File: config.mk
export PLATFORM = sky130hd
export DESIGN_NAME = chart_sequencer
export DESIGN_NICKNAME = d
export VERILOG_FILES = /design/src/rtl/chart_sequencer.sv
export SDC_FILE = /design/constraint.sdc
export NUM_CORES = 1
export LEC_CHECK = 0
export ABC_AREA = 1
export ABC_CLOCK_PERIOD_IN_PS = 4300
export CAP_MARGIN = 20
export CORE_MARGIN = 4
export CORE_UTILIZATION = 40
export CTS_BUF_LIST = sky130_fd_sc_hd__clkbuf_4
export CTS_CLUSTER_SIZE = 28
export DETAILED_ROUTE_END_ITERATION = 10
export GPL_ROUTABILITY_DRIVEN = 0
export SYNTH_ARGS = -nofsm -noshare
export SYNTH_HDL_FRONTEND = slang
export SYNTH_SLANG_ARGS = --single-unit
File: constraint.sdc
create_clock -name clk -period 4.3 [get_ports clk]
set_clock_uncertainty 0.2 [all_clocks]
set_input_delay 0.43 -clock clk [delete_from_list [all_inputs] [get_ports clk]]
set_output_delay 0.43 -clock clk [all_outputs]
set_load 0.05 [all_outputs]
File: src/rtl/chart_sequencer.sv
// Chart playback sequencer: paces row steps by difficulty, walks the chart ROM
// address and runs the countdown / play / pause / drain / done game flow.
module chart_sequencer #(
  parameter int ADDR_W          = 16,
  parameter int OFS_W           = 14,
  parameter int BASE_DIV        = 2000000,
  parameter int DIV_STEP        = 100000,
  parameter int DIV_W           = 24,
  parameter int COUNTDOWN_STEPS = 16,
  parameter int DRAIN_ROWS      = 16
) (
  input  logic              clk,
  input  logic              rst_n,
  input  logic              start,
  input  logic              pause_toggle,
  input  logic              abort,
  input  logic [1:0]        chart_select,
  input  logic [3:0]        sw_difficulty,
  input  logic [OFS_W-1:0]  chart_len,
  output logic [ADDR_W-1:0] rom_addr,
  output logic              row_en,
  output logic              row_mask,
  output logic              game_state,
  output logic [2:0]        seq_state,
  output logic              done,
  output logic [OFS_W-1:0]  rows_left
);

  typedef enum logic [2:0] {
    S_IDLE      = 3'd0,
    S_COUNTDOWN = 3'd1,
    S_PLAY      = 3'd2,
    S_DRAIN     = 3'd3,
    S_PAUSE     = 3'd4,
    S_DONE      = 3'd5
  } state_t;

  localparam int PH_MAX = (COUNTDOWN_STEPS > DRAIN_ROWS) ? COUNTDOWN_STEPS : DRAIN_ROWS;
  localparam int PH_W   = $clog2(PH_MAX + 1);
  localparam logic [PH_W-1:0]  CD_LAST  = PH_W'(COUNTDOWN_STEPS - 1);
  localparam logic [PH_W-1:0]  DR_LAST  = PH_W'(DRAIN_ROWS - 1);
  localparam logic [PH_W-1:0]  PH_ONE   = PH_W'(1);
  localparam logic [DIV_W-1:0] DIV_BASE = DIV_W'(BASE_DIV);
  localparam logic [DIV_W-1:0] DIV_DEC  = DIV_W'(DIV_STEP);
  localparam logic [DIV_W-1:0] DIV_ONE  = DIV_W'(1);
  localparam logic [OFS_W-1:0] OFS_ONE  = OFS_W'(1);

  state_t             r_state;
  state_t             r_saved;
  logic [DIV_W-1:0]   r_div;
  logic [OFS_W-1:0]   r_ofs;
  logic [PH_W-1:0]    r_phase;
  logic [1:0]         r_sel;
  logic [3:0]         r_diff;
  logic [OFS_W-1:0]   r_len;
  logic [OFS_W-1:0]   r_rows_left;
  logic               r_done;

  logic [DIV_W-1:0]   w_last;
  logic               w_running;
  logic               w_step;

  assign w_last    = DIV_BASE - (DIV_W'(r_diff) * DIV_DEC) - DIV_ONE;
  assign w_running = (r_state == S_COUNTDOWN) || (r_state == S_PLAY) || (r_state == S_DRAIN);
  // A pause or abort landing on the terminal divider count swallows that step.
  assign w_step    = w_running && (r_div == w_last) && !pause_toggle && !abort;

  assign row_en     = w_step;
  assign row_mask   = w_step && (r_state == S_PLAY);
  assign game_state = !w_running;
  assign seq_state  = r_state;
  assign done       = r_done;
  assign rows_left  = r_rows_left;
  assign rom_addr   = ADDR_W'({r_sel, r_ofs});

  always_ff @(posedge clk or negedge rst_n) begin
    if (!rst_n) begin
      r_state     <= S_IDLE;
      r_saved     <= S_IDLE;
      r_div       <= '0;
      r_ofs       <= '0;
      r_phase     <= '0;
      r_sel       <= '0;
      r_diff      <= '0;
      r_len       <= '0;
      r_rows_left <= '0;
      r_done      <= 1'b0;
    end else if (abort) begin
      r_state     <= S_IDLE;
      r_saved     <= S_IDLE;
      r_div       <= '0;
      r_ofs       <= '0;
      r_phase     <= '0;
      r_sel       <= '0;
      r_diff      <= '0;
      r_len       <= '0;
      r_rows_left <= '0;
      r_done      <= 1'b0;
    end else begin
      r_done <= 1'b0;
      case (r_state)
        S_IDLE, S_DONE: begin
          if (start) begin
            r_sel       <= chart_select;
            r_diff      <= sw_difficulty;
            r_len       <= chart_len;
            r_rows_left <= chart_len;
            r_ofs       <= '0;
            r_div       <= '0;
            r_phase     <= '0;
            r_state     <= S_COUNTDOWN;
          end
        end
        S_PAUSE: begin
          if (pause_toggle) r_state <= r_saved;
        end
        S_COUNTDOWN, S_PLAY, S_DRAIN: begin
          if (pause_toggle) begin
            r_saved <= r_state;
            r_state <= S_PAUSE;
          end else if (r_div == w_last) begin
            r_div <= '0;
            case (r_state)
              S_COUNTDOWN: begin
                if (r_phase == CD_LAST) begin
                  r_phase <= '0;
                  r_state <= (r_len == '0) ? S_DRAIN : S_PLAY;
                end else begin
                  r_phase <= r_phase + PH_ONE;
                end
              end
              S_PLAY: begin
                r_rows_left <= r_rows_left - OFS_ONE;
                // Offset holds on the last row so the address stays inside this chart.
                if (r_ofs == r_len - OFS_ONE) r_state <= S_DRAIN;
                else                          r_ofs   <= r_ofs + OFS_ONE;
              end
              default: begin
                if (r_phase == DR_LAST) begin
                  r_phase <= '0;
                  r_state <= S_DONE;
                  r_done  <= 1'b1;
                end else begin
                  r_phase <= r_phase + PH_ONE;
                end
              end
            endcase
          end else begin
            r_div <= r_div + DIV_ONE;
          end
        end
        default: r_state <= S_IDLE;
      endcase
    end
  end

endmodule

==> After elaboration in Yosys (flattened, before gate mapping) <==
Index checks and enable logic that the tools add are counted.
{ "word_totals": {"wordCells": 116, "regBits": 84, "in_bits": 25} }
{ "classes": {"multipliers": 1, "mux": 53, "n_reduce_logical": 26, "addsub": 7, "n_eq_ne": 19} }
{ "op_table": {"columns": ["operator", "n"], "rows": [
  ["2-to-1 mux 14 bit", 13],
  ["2-to-1 mux 24 bit", 4],
  ["case mux 14 bit (2 select lines)", 2],
  ["case mux 24 bit (2 select lines)", 1],
  ["2-to-1 mux 3 bit", 11],
  ["2-to-1 mux 5 bit", 6],
  ["subtractor 14 x 1 -> 14 bit (second input constant)", 2],
  ["adder 24 x 1 -> 24 bit (second input constant)", 1],
  ["== test 24 bit", 1],
  ["subtractor 22 x 2 -> 23 bit (second input constant)", 1],
  ["subtractor 21 x 21 -> 22 bit (first input constant)", 1],
  ["!= test 3 bit (second input constant)", 7],
  ["multiplier 4 x 12 -> 16 bit (second input constant)", 1],
  ["!= test 5 bit (second input constant)", 3],
  ["adder 14 x 1 -> 14 bit (second input constant)", 1],
  ["== test 14 bit", 1],
  ["logical NOT 14 bit", 1],
  ["2-to-1 mux 4 bit", 3],
  ["AND reduction 6 bit", 2],
  ["case mux 5 bit (2 select lines)", 1],
  ["AND reduction 5 bit", 2],
  ["case mux 3 bit (3 select lines)", 1],
  ["nonzero test 2 bit", 4],
  ["2-to-1 mux 1 bit", 7],
  ["17 further kinds", 29]
]} }

==> Logic depth before layout (Yosys ltp) <==
{ "logic_depth": {"word_depth": 8, "depth_mapped": 33, "depth_no_buf": 32} }

==> Worst setup path before layout <==
Ideal clock, no wire load.
{ "synth_path": {"path_kind": "flip-flop to output port", "start": "reg r_diff[1]", "end": "out row_mask", "arrival_time_ps": 3882, "n_path_buf": 0, "path_slack_ps": -212, "stages_incl_launch_ff": 24, "cell_sequence": "dfrtp_1 -> ha_1 -> xor2_1 -> ha_1 -> ha_1 -> nor2_1 -> nand2_1 -> nand2_2 -> nand3_1 -> nor2_1 -> nand2_1 -> nand2_2 -> inv_1 -> nor2_1 -> nand3_1 -> and2_1 -> xor2_1 -> inv_1 -> nand3b_1 -> nor2_1 -> nand2_1 -> nor3_1 -> nand3_1 -> nor2_1"} }
{ "synth_between": {"elab_chain_len": 8} }
{ "synth_lines": {"columns": ["item", "line_no", "rtl"], "rows": [
  ["from (decl)", "54", "logic [3:0] r_diff;"],
  ["from (signal assigned)", "105", "r_diff <= sw_difficulty;"],
  ["multiplier 4 x 12 -> 16 bit", "63", "assign w_last = DIV_BASE - (DIV_W'(r_diff) * DIV_DEC) - DIV_ONE;"],
  ["subtractor 21 x 21 -> 22 bit", "63", null],
  ["subtractor 22 x 2 -> 23 bit", "63", null],
  ["== test 24 bit", "66", "assign w_step = w_running && (r_div == w_last) && !pause_toggle && !abort;"],
  ["logical AND 1 bit (3 in a row)", "66", null],
  ["logical AND 1 bit", "69", "assign row_mask = w_step && (r_state == S_PLAY);"],
  ["to (decl)", "22", "output logic row_mask,"]
]} }
Every way passes these cells.

==> Worst setup path in the final report <==
Ends and elaborated chain as after synthesis.

==> impl_metrics.py <==
metrics = {
    "critical_path": {
        "criticalPathCategory": "reg2out",
        "cpMostUsedCell": "sky130_fd_sc_hd__nand2_1",
        "worst_ep_required_time_ns": 3.67,
        "sum_of_buffers_and_inverters_on_the_critical_path": 5,
        "critical-path-slowest-cell": "sky130_fd_sc_hd__dfrtp_1",
        "critical-path-top-delay-family": "simple AND/OR/NAND/NOR gates",
        "crit_fanout": 6,
        "critical_path.startpoint_type": "register",
        "cp_data_arrival_time_ns": 4.12,
        "timing.critical_path.to_type": "output pin",
        "worst_path_largest_cell_delay_ns": 0.44,
    },
    "logic_synthesis": {
        "syn_inst": 1024,
        "synth_seq_area_share": 0.307,
        "yosysWarnings": 0,
        "synth.top_cell.area_share": 0.307,
        "main_flop_type_after_synthesis": "sky130_fd_sc_hd__dfrtp_1",
        "synthArstFlopShare": 1.00,
        "post_synth.cell_area_avg_um2": 6.68,
        "syn_nets": 1074,
        "synth.ff_latch_count": 84,
        "synth-edff-count": 0,
        "post-synth-top-area-cell": "sky130_fd_sc_hd__dfrtp_1",
        "synth_area_leaders": "sky130_fd_sc_hd__dfrtp_1 (31%), sky130_fd_sc_hd__nand2_1 (15%), sky130_fd_sc_hd__inv_1 (7.2%)",
        "synth.cell_area_um2": 6840,
        "synth_cell_types": 50,
    },
    "detailed_routing": {
        "drt-wirelength-per-cell_um": 13.6,
        "count_of_vias_placed_by_the_detailed_router": 6863,
        "first_iter_violations": 244,
        "drt_wl_total_um": 18700,
        "post_drt_via_cell_ratio": 4.99,
        "drt_pass1_iterations": 4,
        "route.detailed.drc": 0,
        "route.antenna.remaining_nets": 0,
    },
    "clocking": {
        "cts_buffers": 9,
        "clock_latency_ns": 0.44,
        "cts_htree_levels": 3,
        "number_of_buffers_between_clock_root_and_the_deepest_sink": 2,
        "cts.reportedPaths.clkPinSlew_ns": 0.15,
        "cts_tree": "done",
        "clk_root_buffer_cell": "sky130_fd_sc_hd__clkbuf_4",
        "numClockSinks": 84,
    },
    "placed_design": {
        "io_buffer_count": 61,
        "preCtsSetupSlack_ns": -0.193,
        "numPlacedInstances": 1342,
        "dpl.hpwl_um": 13700,
    },
    "timing": {
        "hold_violations": 0,
        "report.final.setup_viol": 16,
        "relSlewSlack": 0.465,
        "timing.final.max_slew_violations": 0,
        "final.min_clock_period_ns": 4.75,
        "setup_total_negative_slack_ns": -1.50,
        "setup_slack_ns": -0.445,
        "layout_worst_path_cycle_share": 1.10,
        "maxClockFrequency_mhz": 211,
        "max_slew.worst_pin.slew_ns": 0.803,
        "rsz0062_at_grt": "true",
    },
    "cells_and_area": {
        "area_taken_by_multi_input_logic_gates_um2": 4550,
        "post_route_cells_drive_above_1_share": 0.207,
        "fin_cells": 1376,
        "n_antenna_cell": 0,
        "layout.cells.most_common_list": "sky130_fd_sc_hd__nand2_1 (238), sky130_fd_sc_hd__inv_1 (120), sky130_fd_sc_hd__nor2_1 (109)",
        "synthToLayoutAreaGrowth_pct": 30.6,
        "area.sequential_um2": 2100,
        "final_nets": 1201,
        "mostFrequentLayoutCell": "sky130_fd_sc_hd__nand2_1",
        "filler_cells_inserted": 1688,
        "final_core_utilization": 0.535,
    },
    "floorplan": {
        "top_level_ports": 62,
        "floorplan.core_area_um2": 16700,
        "fp.dieH_um": 139,
        "design.die.area_um2": 19300,
        "row_count": 47,
        "starting_utilization_of_the_core_area": 0.410,
        "die_w_um": 139,
    },
    "global_route": {
        "global_route.overflow_total": 0,
        "initial_antenna_violation_count": 0,
        "grt_max_degree": 62,
        "grt_first_pass_wirelength_um": 31300,
        "first_global_vias": 6713,
        "globalRouteTotalUtil": 0.191,
    },
    "power_and_ir_drop": {
        "power.share.combinational": 0.704,
        "power.switching_fraction": 0.505,
        "static-leakage-power_uw": 0.00425,
        "net-switching-power_uw": 2640,
        "power.sequential.fraction": 0.204,
        "pwr_density_cell_nw_per_um2": 584,
        "ir_worst_vdd_mv": 0.406,
        "clockPowerShare": 0.092,
        "internal_power_uw": 2580,
    },
    "flow_run": {
        "drv.max_cap_violation_count": 0,
    },
    "worst_hold_path": {
        "min-delay-path-class": "reg2reg",
    },
    "run_status": {
        "violations": "setup timing",
        "outcome": "finished with violations",
    },
}
## power by group through the flow
stage | Sequential, uW | Combinational (uW) | Clock [uW]
floorplan | 1290 | 1890 | 0
global placement | 1080 | 3100 | 0
detailed placement | 1080 | 3130 | 0
CTS | 1070 | 3320 | 504
global route | 1090 | 4060 | 531
finish | 1070 | 3670 | 479
## metrics by stage
stage | hold WS (ns) | cell area, um2 | power (uW)
floorplan | -0.0656 | 6850 | 3180
global route | 0.330 | 8940 | 5680
CTS | 0.311 | 8530 | 4890
global placement | 0.277 | 8120 | 4180
finish | 0.312 | 8940 | 5220
detailed placement | 0.289 | 8120 | 4210
## logic make-up after synthesis
logic type	share of synthesized area
fa+ha+maj	0.0457
xor+xnor	0.0691
mux	0.00494
simple gates	0.392
flops	0.307
buf+inv	0.0947
compound gates	0.0865
## tightest hold or removal path, stage by stage (launching register included)
cell and delay (ns):
sky130_fd_sc_hd__dfrtp_1 0.41, sky130_fd_sc_hd__inv_1 0.05, sky130_fd_sc_hd__a41oi_1 0.03
## synthesized netlist by cell type, types with 6 or more instances
cell / instances
sky130_fd_sc_hd__inv_1: 131
sky130_fd_sc_hd__nand3_2: 6
sky130_fd_sc_hd__inv_2: 6
sky130_fd_sc_hd__o21ai_0: 47
sky130_fd_sc_hd__dfrtp_1: 84
sky130_fd_sc_hd__clkbuf_1: 13
sky130_fd_sc_hd__xor2_1: 46
sky130_fd_sc_hd__nand4_1: 25
sky130_fd_sc_hd__nand3_1: 83
sky130_fd_sc_hd__nor4_1: 6
sky130_fd_sc_hd__nand2_2: 17
sky130_fd_sc_hd__xnor2_1: 8
sky130_fd_sc_hd__o21ai_1: 9
sky130_fd_sc_hd__ha_1: 25
sky130_fd_sc_hd__o22ai_1: 9
sky130_fd_sc_hd__nor3_1: 22
sky130_fd_sc_hd__nor2_2: 16
sky130_fd_sc_hd__nor2_1: 117
sky130_fd_sc_hd__nand2_1: 274
sky130_fd_sc_hd__a21oi_1: 20
## sequential cells by signal, summed over array words and instances, names as in the netlist
| register | count |
|---|---|
| r_diff | 4 |
| r_div | 24 |
| seq_state | 3 |
| r_ofs | 14 |
| r_saved | 3 |
| done | 1 |
| rows_left | 14 |
| r_sel | 2 |
| r_phase | 5 |
| r_len | 14 |
## layer usage
layer  routed length, um  global-route usage  up-vias
li1                    -                   -     3555
met1                8390               0.245     3204
met2                9530               0.344       91
met3                 579              0.0241       13
met4                 153              0.0427        0
met5                   0                   0        -
## layout make-up
type | count | area share
clock buffer | 9 | 0.00756
sequential | 84 | 0.235
tap | 220 | 0.0308
multi-input combinational | 779 | 0.509
clock inverter | 7 | 0.00826
inverter | 138 | 0.0579
timing repair buffer | 139 | 0.151
## worst paths after layout
check / endpoint / cells past startpoint / start / slack (ns)
min in group asynchronous: r_ofs[6]$_DFFE_PN0P_ / 2 / rst_n / 0.39
max in group asynchronous: r_div[16]$_DFFE_PN0P_ / 3 / rst_n / 2.70
hold / removal: r_phase[4]$_DFFE_PN0P_ / 2 / r_phase[4]$_DFFE_PN0P_ / 0.31
setup / recovery: row_mask / 26 / r_diff[1]$_DFFE_PN0P_ / -0.45
hold reg to reg: r_phase[4]$_DFFE_PN0P_ / 2 / r_phase[4]$_DFFE_PN0P_ / 0.31
setup reg to reg: rows_left[12]$_DFFE_PN0P_ / 33 / r_diff[3]$_DFFE_PN0P_ / -0.06
## timing repair
| action | 4_1_cts | 5_1_grt |
|---|---|---|
| cloned | 0 | 2 |
| setup buffers | 7 | 8 |
| setup endpoints to repair | 39 | 61 |
| hold endpoints to repair | 60 | 0 |
| hold buffers | 1 | 0 |
| gates resized for setup | 47 | 80 |
| pin swaps | 24 | 39 |
Power figures use the tool's default switching activity.
